### src/rtl/bcd_pkg.sv
// Shared definitions for the BCD counter family.
//   BCD_W      : width of one BCD digit
//   BCD_MAX    : largest legal digit value
//   bcd_mode_e : step direction for a digit cell
//   bcd_clamp  : saturates a raw nibble into the legal 0..9 range
package bcd_pkg;

    localparam int         BCD_W   = 4;
    localparam logic [3:0] BCD_MAX = 4'd9;

    typedef enum logic {
        MODE_DEC = 1'b0,
        MODE_INC = 1'b1
    } bcd_mode_e;

    function automatic logic [3:0] bcd_clamp(input logic [3:0] nibble);
        return (nibble > BCD_MAX) ? BCD_MAX : nibble;
    endfunction

endpackage

### src/rtl/bcd_digit_cell.sv
// One combinational BCD digit slice of a ripple up/down counter.
// Ports:
//   digit      : current digit value (0..9)
//   carry_in   : increment request from the lower digits (inc mode)
//   borrow_in  : decrement request from the lower digits (dec mode)
//   mode       : MODE_INC or MODE_DEC
//   digit_next : digit value after the step
//   carry_out  : digit is 9 and is being incremented
//   borrow_out : digit is 0 and is being decremented
module bcd_digit_cell
    import bcd_pkg::*;
(
    input  logic [BCD_W-1:0] digit,
    input  logic             carry_in,
    input  logic             borrow_in,
    input  bcd_mode_e        mode,
    output logic [BCD_W-1:0] digit_next,
    output logic             carry_out,
    output logic             borrow_out
);

    always_comb begin
        digit_next = digit;
        carry_out  = 1'b0;
        borrow_out = 1'b0;
        if (mode == MODE_INC) begin
            carry_out = carry_in && (digit == BCD_MAX);
            if (carry_in) begin
                digit_next = (digit == BCD_MAX) ? '0 : digit + 1'b1;
            end
        end else begin
            borrow_out = borrow_in && (digit == '0);
            if (borrow_in) begin
                digit_next = (digit == '0) ? BCD_MAX : digit - 1'b1;
            end
        end
    end

endmodule

### src/rtl/bcd_multi_counter.sv
// Parametrised N-digit BCD up/down counter with clear, clamped parallel load,
// wrap or saturate at the limits, and limit / rollover status.
// Parameters:
//   DIGITS : number of BCD digits (1..8), digit 0 least significant
//   WRAP   : 1 = wrap around at the limits with a rollover pulse, 0 = saturate
// Ports:
//   clk      : clock, all state on rising edge
//   reset    : asynchronous active-high reset
//   clr      : synchronous clear (highest priority)
//   load     : synchronous load of load_val, nibbles clamped to 9
//   load_val : packed BCD load value
//   inc/dec  : count up / down; both high is a no-op
//   digits   : registered packed BCD value
//   at_zero  : all digits 0
//   at_max   : all digits 9
//   rollover : one-cycle registered pulse after a wrap
module bcd_multi_counter
    import bcd_pkg::*;
#(
    parameter int DIGITS = 2,
    parameter bit WRAP   = 1'b1
) (
    input  logic                    clk,
    input  logic                    reset,
    input  logic                    clr,
    input  logic                    load,
    input  logic [BCD_W*DIGITS-1:0] load_val,
    input  logic                    inc,
    input  logic                    dec,
    output logic [BCD_W*DIGITS-1:0] digits,
    output logic                    at_zero,
    output logic                    at_max,
    output logic                    rollover
);

    localparam int W = BCD_W * DIGITS;

    logic [W-1:0]      digits_reg;
    logic [W-1:0]      digits_next;
    logic [W-1:0]      step_val;
    logic [W-1:0]      clamp_val;
    logic [DIGITS:0]   carry;
    logic [DIGITS:0]   borrow;
    logic [DIGITS-1:0] digit_is_max;
    logic              rollover_reg;
    logic              rollover_next;
    logic              cmd_inc;
    logic              cmd_dec;
    logic              limit_hit;
    bcd_mode_e         mode;

    // inc and dec together cancel out.
    assign cmd_inc = inc & ~dec;
    assign cmd_dec = dec & ~inc;
    assign mode    = cmd_inc ? MODE_INC : MODE_DEC;

    // The chain is seeded by the command itself, so with no command the
    // ripple result equals the current value.
    assign carry[0]  = cmd_inc;
    assign borrow[0] = cmd_dec;

    genvar gi;
    generate
        for (gi = 0; gi < DIGITS; gi++) begin : g_digit
            bcd_digit_cell u_cell (
                .digit      (digits_reg[BCD_W*gi +: BCD_W]),
                .carry_in   (carry[gi]),
                .borrow_in  (borrow[gi]),
                .mode       (mode),
                .digit_next (step_val[BCD_W*gi +: BCD_W]),
                .carry_out  (carry[gi+1]),
                .borrow_out (borrow[gi+1])
            );

            assign clamp_val[BCD_W*gi +: BCD_W] = bcd_clamp(load_val[BCD_W*gi +: BCD_W]);
            assign digit_is_max[gi] = (digits_reg[BCD_W*gi +: BCD_W] == BCD_MAX);
        end
    endgenerate

    // A carry or borrow leaving the top digit means the step crossed a limit;
    // the ripple result is then already the wrapped value.
    assign limit_hit = carry[DIGITS] | borrow[DIGITS];

    always_comb begin
        digits_next   = digits_reg;
        rollover_next = 1'b0;
        if (clr) begin
            digits_next = '0;
        end else if (load) begin
            digits_next = clamp_val;
        end else if (cmd_inc || cmd_dec) begin
            if (!(limit_hit && !WRAP)) begin
                digits_next   = step_val;
                rollover_next = limit_hit;
            end
        end
    end

    always_ff @(posedge clk or posedge reset) begin
        if (reset) begin
            digits_reg   <= '0;
            rollover_reg <= 1'b0;
        end else begin
            digits_reg   <= digits_next;
            rollover_reg <= rollover_next;
        end
    end

    assign digits   = digits_reg;
    assign rollover = rollover_reg;
    assign at_zero  = (digits_reg == '0);
    assign at_max   = &digit_is_max;

endmodule

### config.mk
export PLATFORM = sky130hd
export DESIGN_NAME = bcd_multi_counter
export DESIGN_NICKNAME = d
export VERILOG_FILES = /design/src/rtl/bcd_pkg.sv /design/src/rtl/bcd_digit_cell.sv /design/src/rtl/bcd_multi_counter.sv
export SDC_FILE = /design/constraint.sdc
export NUM_CORES = 1
export LEC_CHECK = 0
export CAP_MARGIN = 20
export CELL_PAD_IN_SITES_DETAIL_PLACEMENT = 0
export CELL_PAD_IN_SITES_GLOBAL_PLACEMENT = 1
export CORE_ASPECT_RATIO = 0.75
export CORE_UTILIZATION = 34
export DETAILED_ROUTE_END_ITERATION = 10
export GPL_TIMING_DRIVEN = 0
export HOLD_SLACK_MARGIN = 0.08
export MAX_ROUTING_LAYER = met4
export PLACE_DENSITY_LB_ADDON = 0.05
export SLEW_MARGIN = 30
export SYNTH_ARGS = -nofsm -noshare
export SYNTH_HDL_FRONTEND = slang
export SYNTH_SLANG_ARGS = --single-unit
### constraint.sdc
create_clock -name clk -period 2.24 [get_ports clk]
set_clock_uncertainty 0.15 [all_clocks]
set_input_delay 0.336 -clock clk [delete_from_list [all_inputs] [get_ports clk]]
set_output_delay 0.336 -clock clk [all_outputs]
set_load 0.01 [all_outputs]
==> results of run 1 <==
-- power breakdown --
group,internal (mW),switching [mW],leakage [nW]
Sequential,0.174,0.0171,0.117
Combinational,0.120,0.118,0.411
Clock,0.124,0.0609,0.0228
Total,0.418,0.196,0.550
-- metal layers --
| layer | GRT usage | wire length [um] |
|---|---|---|
| met5 | - | 0 |
| met4 | 0.0558 | 0 |
| met3 | 0.0262 | 140 |
| met2 | 0.271 | 1040 |
| met1 | 0.280 | 1360 |
-- cell families after synthesis --
group                    synth area share
AO/OA/AOI/OAI                       0.280
XOR/XNOR                           0.0184
adder cells (fa/ha/maj)             0.118
buffers and inverters              0.0908
flip-flops                          0.237
multiplexers                       0.0237
AND/OR/NAND/NOR                     0.232
-- worst max-delay path by stage --
stage	from	cells after the start	to
after floorplan	digits[1]	6	rollover
after global placement	dec	8	digits[3]
after detailed placement	dec	8	digits[3]
after CTS	inc	8	digits[5]
after global routing	inc	8	digits[7]
final	inc	8	digits[7]
-- final cells by class --
| class | instances | area (um^2) |
|---|---|---|
| timing repair buffer | 28 | 267 |
| clock buffer | 4 | 45.0 |
| tap | 36 | 45.0 |
| inverter | 14 | 52.6 |
| buffer | 5 | 35.0 |
| fill | 274 | 1260 |
| multi-input combinational | 94 | 688 |
| sequential | 9 | 228 |
-- cells in the final DEF (no fill, tap or decap), drive strengths merged --
cell | Yosys | layout
a2111oi | 2 | 2
o211ai | 2 | 2
mux2 | 2 | 2
a311oi | 3 | 3
nor2b | 4 | 4
dlygate4sd2 | 0 | 3
a32o | 1 | 1
o31a | 2 | 2
and3 | 2 | 2
clkdlybuf4s50 | 0 | 21
nand3 | 4 | 4
o221ai | 1 | 1
nor3b | 1 | 1
nor2 | 8 | 8
xnor2 | 1 | 1
dfrtp | 9 | 9
o32ai | 1 | 1
ha | 9 | 9
nor3 | 6 | 6
nand3b | 1 | 1
o21bai | 1 | 1
xor2 | 1 | 1
o21ai | 6 | 6
and4bb | 1 | 1
a22o | 1 | 1
or3 | 1 | 1
a21oi | 11 | 11
clkbuf | 3 | 7
a31oi | 2 | 2
a211oi | 3 | 3
inv | 14 | 14
buf | 2 | 6
nand2 | 16 | 16
or2b | 1 | 1
-- worst reg2reg max path: cells and delay by family, from the launching register on --
kind                       cells  cell delay (ps)
buffers and inverters          1              140
AOI/OAI and AO/OA              3              570
DFF                            1              480
adders and majority gates      1              280
and+or+nand+nor                1              360
-- stage by stage --
| stage | worst slack (ps) | setup TNS [ps] | area (um^2) | std cells | power, mW |
|---|---|---|---|---|---|
| finish | 63.2 | 0 | 1360 | 190 | 0.614 |
| global route | -13.7 | -13.7 | 1360 | 190 | 0.659 |
| CTS | 4.29 | 0 | 1350 | 190 | 0.613 |
| detailed placement | -291 | -1310 | 1240 | 182 | 0.404 |
| global placement | -254 | -1190 | 1240 | 182 | 0.404 |
| floorplan | 264 | 0 | 951 | 122 | 0.319 |
-- timing repair --
| action | 4_1_cts | 5_1_grt |
|---|---|---|
| pin swaps | 3 | 4 |
| buffers inserted | 4 | 0 |
| endpoints found under the setup margin | 4 | 5 |
| resized for setup | 14 | 6 |
==> impl_metrics.ini, run 1 <==
[hold_path]
hp-class = primary input to async pin

[critical_path]
cp-end-kind = flip-flop
crit_type = primary input to flip-flop
startpoint_type = primary input
r2r_slack_ps = 150
required_ps = 2210
r2r_start = digits[4]
cp_top_family = buffers and inverters
cp_slowest_stage_delay_ps = 480
critPathMaxFanout = 9
crit_arrival_ps = 2140
critPathSlowestCell = clkdlybuf4s50_1
crit_buf_inv = 3
crit-reg2reg-capture = digits[7]
reg2reg_depth = 6
crit_chain = clkdlybuf4s50_1 -> ha_2 -> buf_6 -> and4bb_2 -> o211ai_4 -> buf_4 -> nand2_1 -> a32o_1

[route]
drt_iter0_markers = 32
via_per_inst = 5.25
vias = 997
drc = 0
wl_per_cell_um = 13.3
drtPass1Iterations = 4
wl_um = 2530
ant_nets = 0

[cts]
clkSinkCount = 9
numCtsBuffers = 3
cts_root_buf = clkbuf_8
cts_tree = done
clock_path_buffers = 2
htreeDepth = 1
clkTransAtPathRegs_ps = 40
worstSkewPairLatency_ps = 230
cts_hold_buf = 0

[floorplanning]
die_h_um = 47.8
io_pins = 25
floorplan.initialDensity = 0.363
die_area_um2 = 3010
fp.dieW_um = 63.1
coreArea_um2 = 2620
row_count = 16

[grt]
grt_max_degree = 11
antenna_found_initial = 0
grt_pass1_wl_um = 4170
overflow = 0
grt_use_total = 0.192
grt_pass1_vias = 871

[power]
pwr_density_cell_nw_per_um2 = 451
leakagePower_nw = 0.550
vdd_ir_drop_max_uv = 287

[yosys]
seq_area_frac_synth = 0.237
synth-main-ff-cell = dfrtp_1
yosysTopAreaCellShare = 0.237
yosys.area.top_type = dfrtp_1
synth_common_cells = 16 x nand2_1, 14 x inv_1, 11 x a21oi_1
synth_nets = 145
yosysMostFrequentCell = nand2_1
synth_warnings = 0
synth_area_um2 = 951
syn_area_per_cell_um2 = 7.79
synth_edf_count = 0
syn_inst = 122
synthTopCellsByArea = dfrtp_1 24%, ha_1 12%, nand2_1 6.3%
synthArstFlopShare = 1.00
yosysUniqueCellTypes = 36
ys_ff_latch = 9

[outcome]
outcome = finished clean

[run]
cap_violations = 0

[timing]
hold_viol = 0
rsz0062_at_grt = yes
slew_violations = 0
worstMarginPinSlew_ps = 477
fmaxAchievable_ghz = 0.459
min_period_ps = 2180
finalSetupViolations = 0
timing.final.crit_share = 0.972
slew-limit-headroom = 0.682
hold_ws_ps = 212

[placement]
port_buffers = 24
place.gp.congestion = 0.796
hpwlAfterDp_um = 1900

[finish]
final_util = 0.519
largest_register_ffs = 8
final_net_count = 178
drive_gt1_frac = 0.188
area_delta_synth_final_pct = 43.0
diodes = 0
Power figures use the tool's default switching activity.
==> run 2: changes to the inputs <==
- CORE_MARGIN: unset -> 2
==> run 2 against run 1 <==
Against the previous run:
- sequential cell count unchanged
- routed wire length is 4.8% higher
- combinational power is 6% higher
- non-clock buffer count grew 3
- maximum frequency increased by 3.3%
- power up 1.9%
- critical path depth fell by 3
- sequential power is essentially flat
- via count is 0.40% higher
- cell area grew 3.5%
- critical endpoint is now at_zero
- clock power decreased by 2%
- highest routed layer is now met4
- count of clock-buffer cells in the layout unchanged
==> impl_metrics.ini, run 2 (synthesis results as in run 1) <==
[outcome]
outcome = finished clean

[critical_path]
cp-end-kind = primary output
startpoint_type = flip-flop
crit_type = flip-flop to primary output
required_ps = 1750
crit_arrival_ps = 1620
critPathMaxFanout = 6

[route]
drc = 0
wl_per_cell_um = 13.8
drt_iter0_markers = 45
drtPass1Iterations = 4
ant_nets = 0
vias = 1001
wl_um = 2660
via_per_inst = 5.19

[timing]
hold_ws_ps = 228
worstMarginPinSlew_ps = 515
slew_violations = 0
timing.final.crit_share = 0.941
min_period_ps = 2110
hold_viol = 0
finalWorstSetupSlack_ps = 132
finalSetupViolations = 0
fmaxAchievable_ghz = 0.474
slew-limit-headroom = 0.657
fin_setup_tns_ps = 0

[finish]
nFillCells = 267
largest_register_ffs = 8
final_util = 0.533
final_net_count = 181
regArea_um2 = 228
drive_gt1_frac = 0.223
diodes = 0
final_common_cell = clkdlybuf4s50_1
multi_input_area_um2 = 703
area_delta_synth_final_pct = 48.0
final_cell_mix = 20 x clkdlybuf4s50_1, 16 x nand2_1, 12 x inv_1, 9 x a21oi_1, 8 x nor2_1

[floorplanning]
floorplan.initialDensity = 0.360
die_area_um2 = 3240
fp.dieW_um = 65.1
row_count = 16
die_h_um = 49.8
io_pins = 25
coreArea_um2 = 2640

[run]
cap_violations = 0

[grt]
grt_pass1_wl_um = 4420
grt_pass1_vias = 951
grt_max_degree = 11
overflow = 0
antenna_found_initial = 0
grt_use_total = 0.183

[cts]
clkTransAtPathRegs_ps = 40
worstSkewPairLatency_ps = 230
clkSinkCount = 9
cts_hold_buf = 0
cts_tree = done
numCtsBuffers = 3
clock_path_buffers = 2
cts_root_buf = clkbuf_8
htreeDepth = 1

[power]
vdd_ir_drop_max_uv = 351
pwr_density_cell_nw_per_um2 = 444
leakagePower_nw = 0.585

[placement]
port_buffers = 24
hpwlAfterDp_um = 1960
place.gp.congestion = 0.793
place_ws_ps = -314

[hold_path]
hp-class = primary input to async pin
==> run 2: final timing paths <==
kind	from	end	cells after the start	slack (ps)
min in group clk	dec	rollover	3	480
worst min-delay path	reset	digits[2]	2	230
worst max register to register	digits[0]	digits[7]	7	200
worst min register to register	digits[1]	digits[1]	4	670
worst max-delay path	digits[1]	at_zero	5	130
max in group asynchronous	reset	digits[0]	2	1430
==> run 2: cell type report <==
type,count,share of cell area
inverters,14,0.0373
clock buffers,4,0.0320
flip-flops and latches,9,0.162
multi-input cells,94,0.500
well taps,36,0.0320
plain buffers,5,0.0249
repair buffers,31,0.212
==> run 2: critical path, stage by stage (launching register included) <==
cell and delay [ps]:
dfrtp_2 440, inv_2 100, ha_4 160, nor3b_4 210, and3_4 210, dlygate4sd2_1 260
==> run 2: power by group <==
| group | internal, mW | switching, mW |
|---|---|---|
| sequential | 0.174 | 0.0177 |
| clock | 0.123 | 0.0574 |
| combinational | 0.129 | 0.124 |
==> run 2: what timing repair did <==
item / 4_1_cts / 5_1_grt
gates resized for setup: 15 / 10
buffers inserted: 4 / 3
endpoints found under the setup margin: 4 / 5
pin swaps: 0 / 4
==> run 2: per-stage QoR <==
stage | instances | instance area (um^2) | power (mW)
detailed placement | 182 | 1240 | 0.405
global placement | 182 | 1240 | 0.406
finish | 193 | 1410 | 0.625
CTS | 190 | 1360 | 0.619
floorplan | 122 | 951 | 0.319
global route | 193 | 1410 | 0.667
==> run 2: layer usage <==
| layer | GRT usage | vias to the layer above | wire [um] |
|---|---|---|---|
| li1 | - | 505 | - |
| met1 | 0.270 | 465 | 1390 |
| met2 | 0.246 | 29 | 1100 |
| met3 | 0.0411 | 2 | 158 |
| met4 | 0.0556 | 0 | 13 |
| met5 | - | - | 0 |
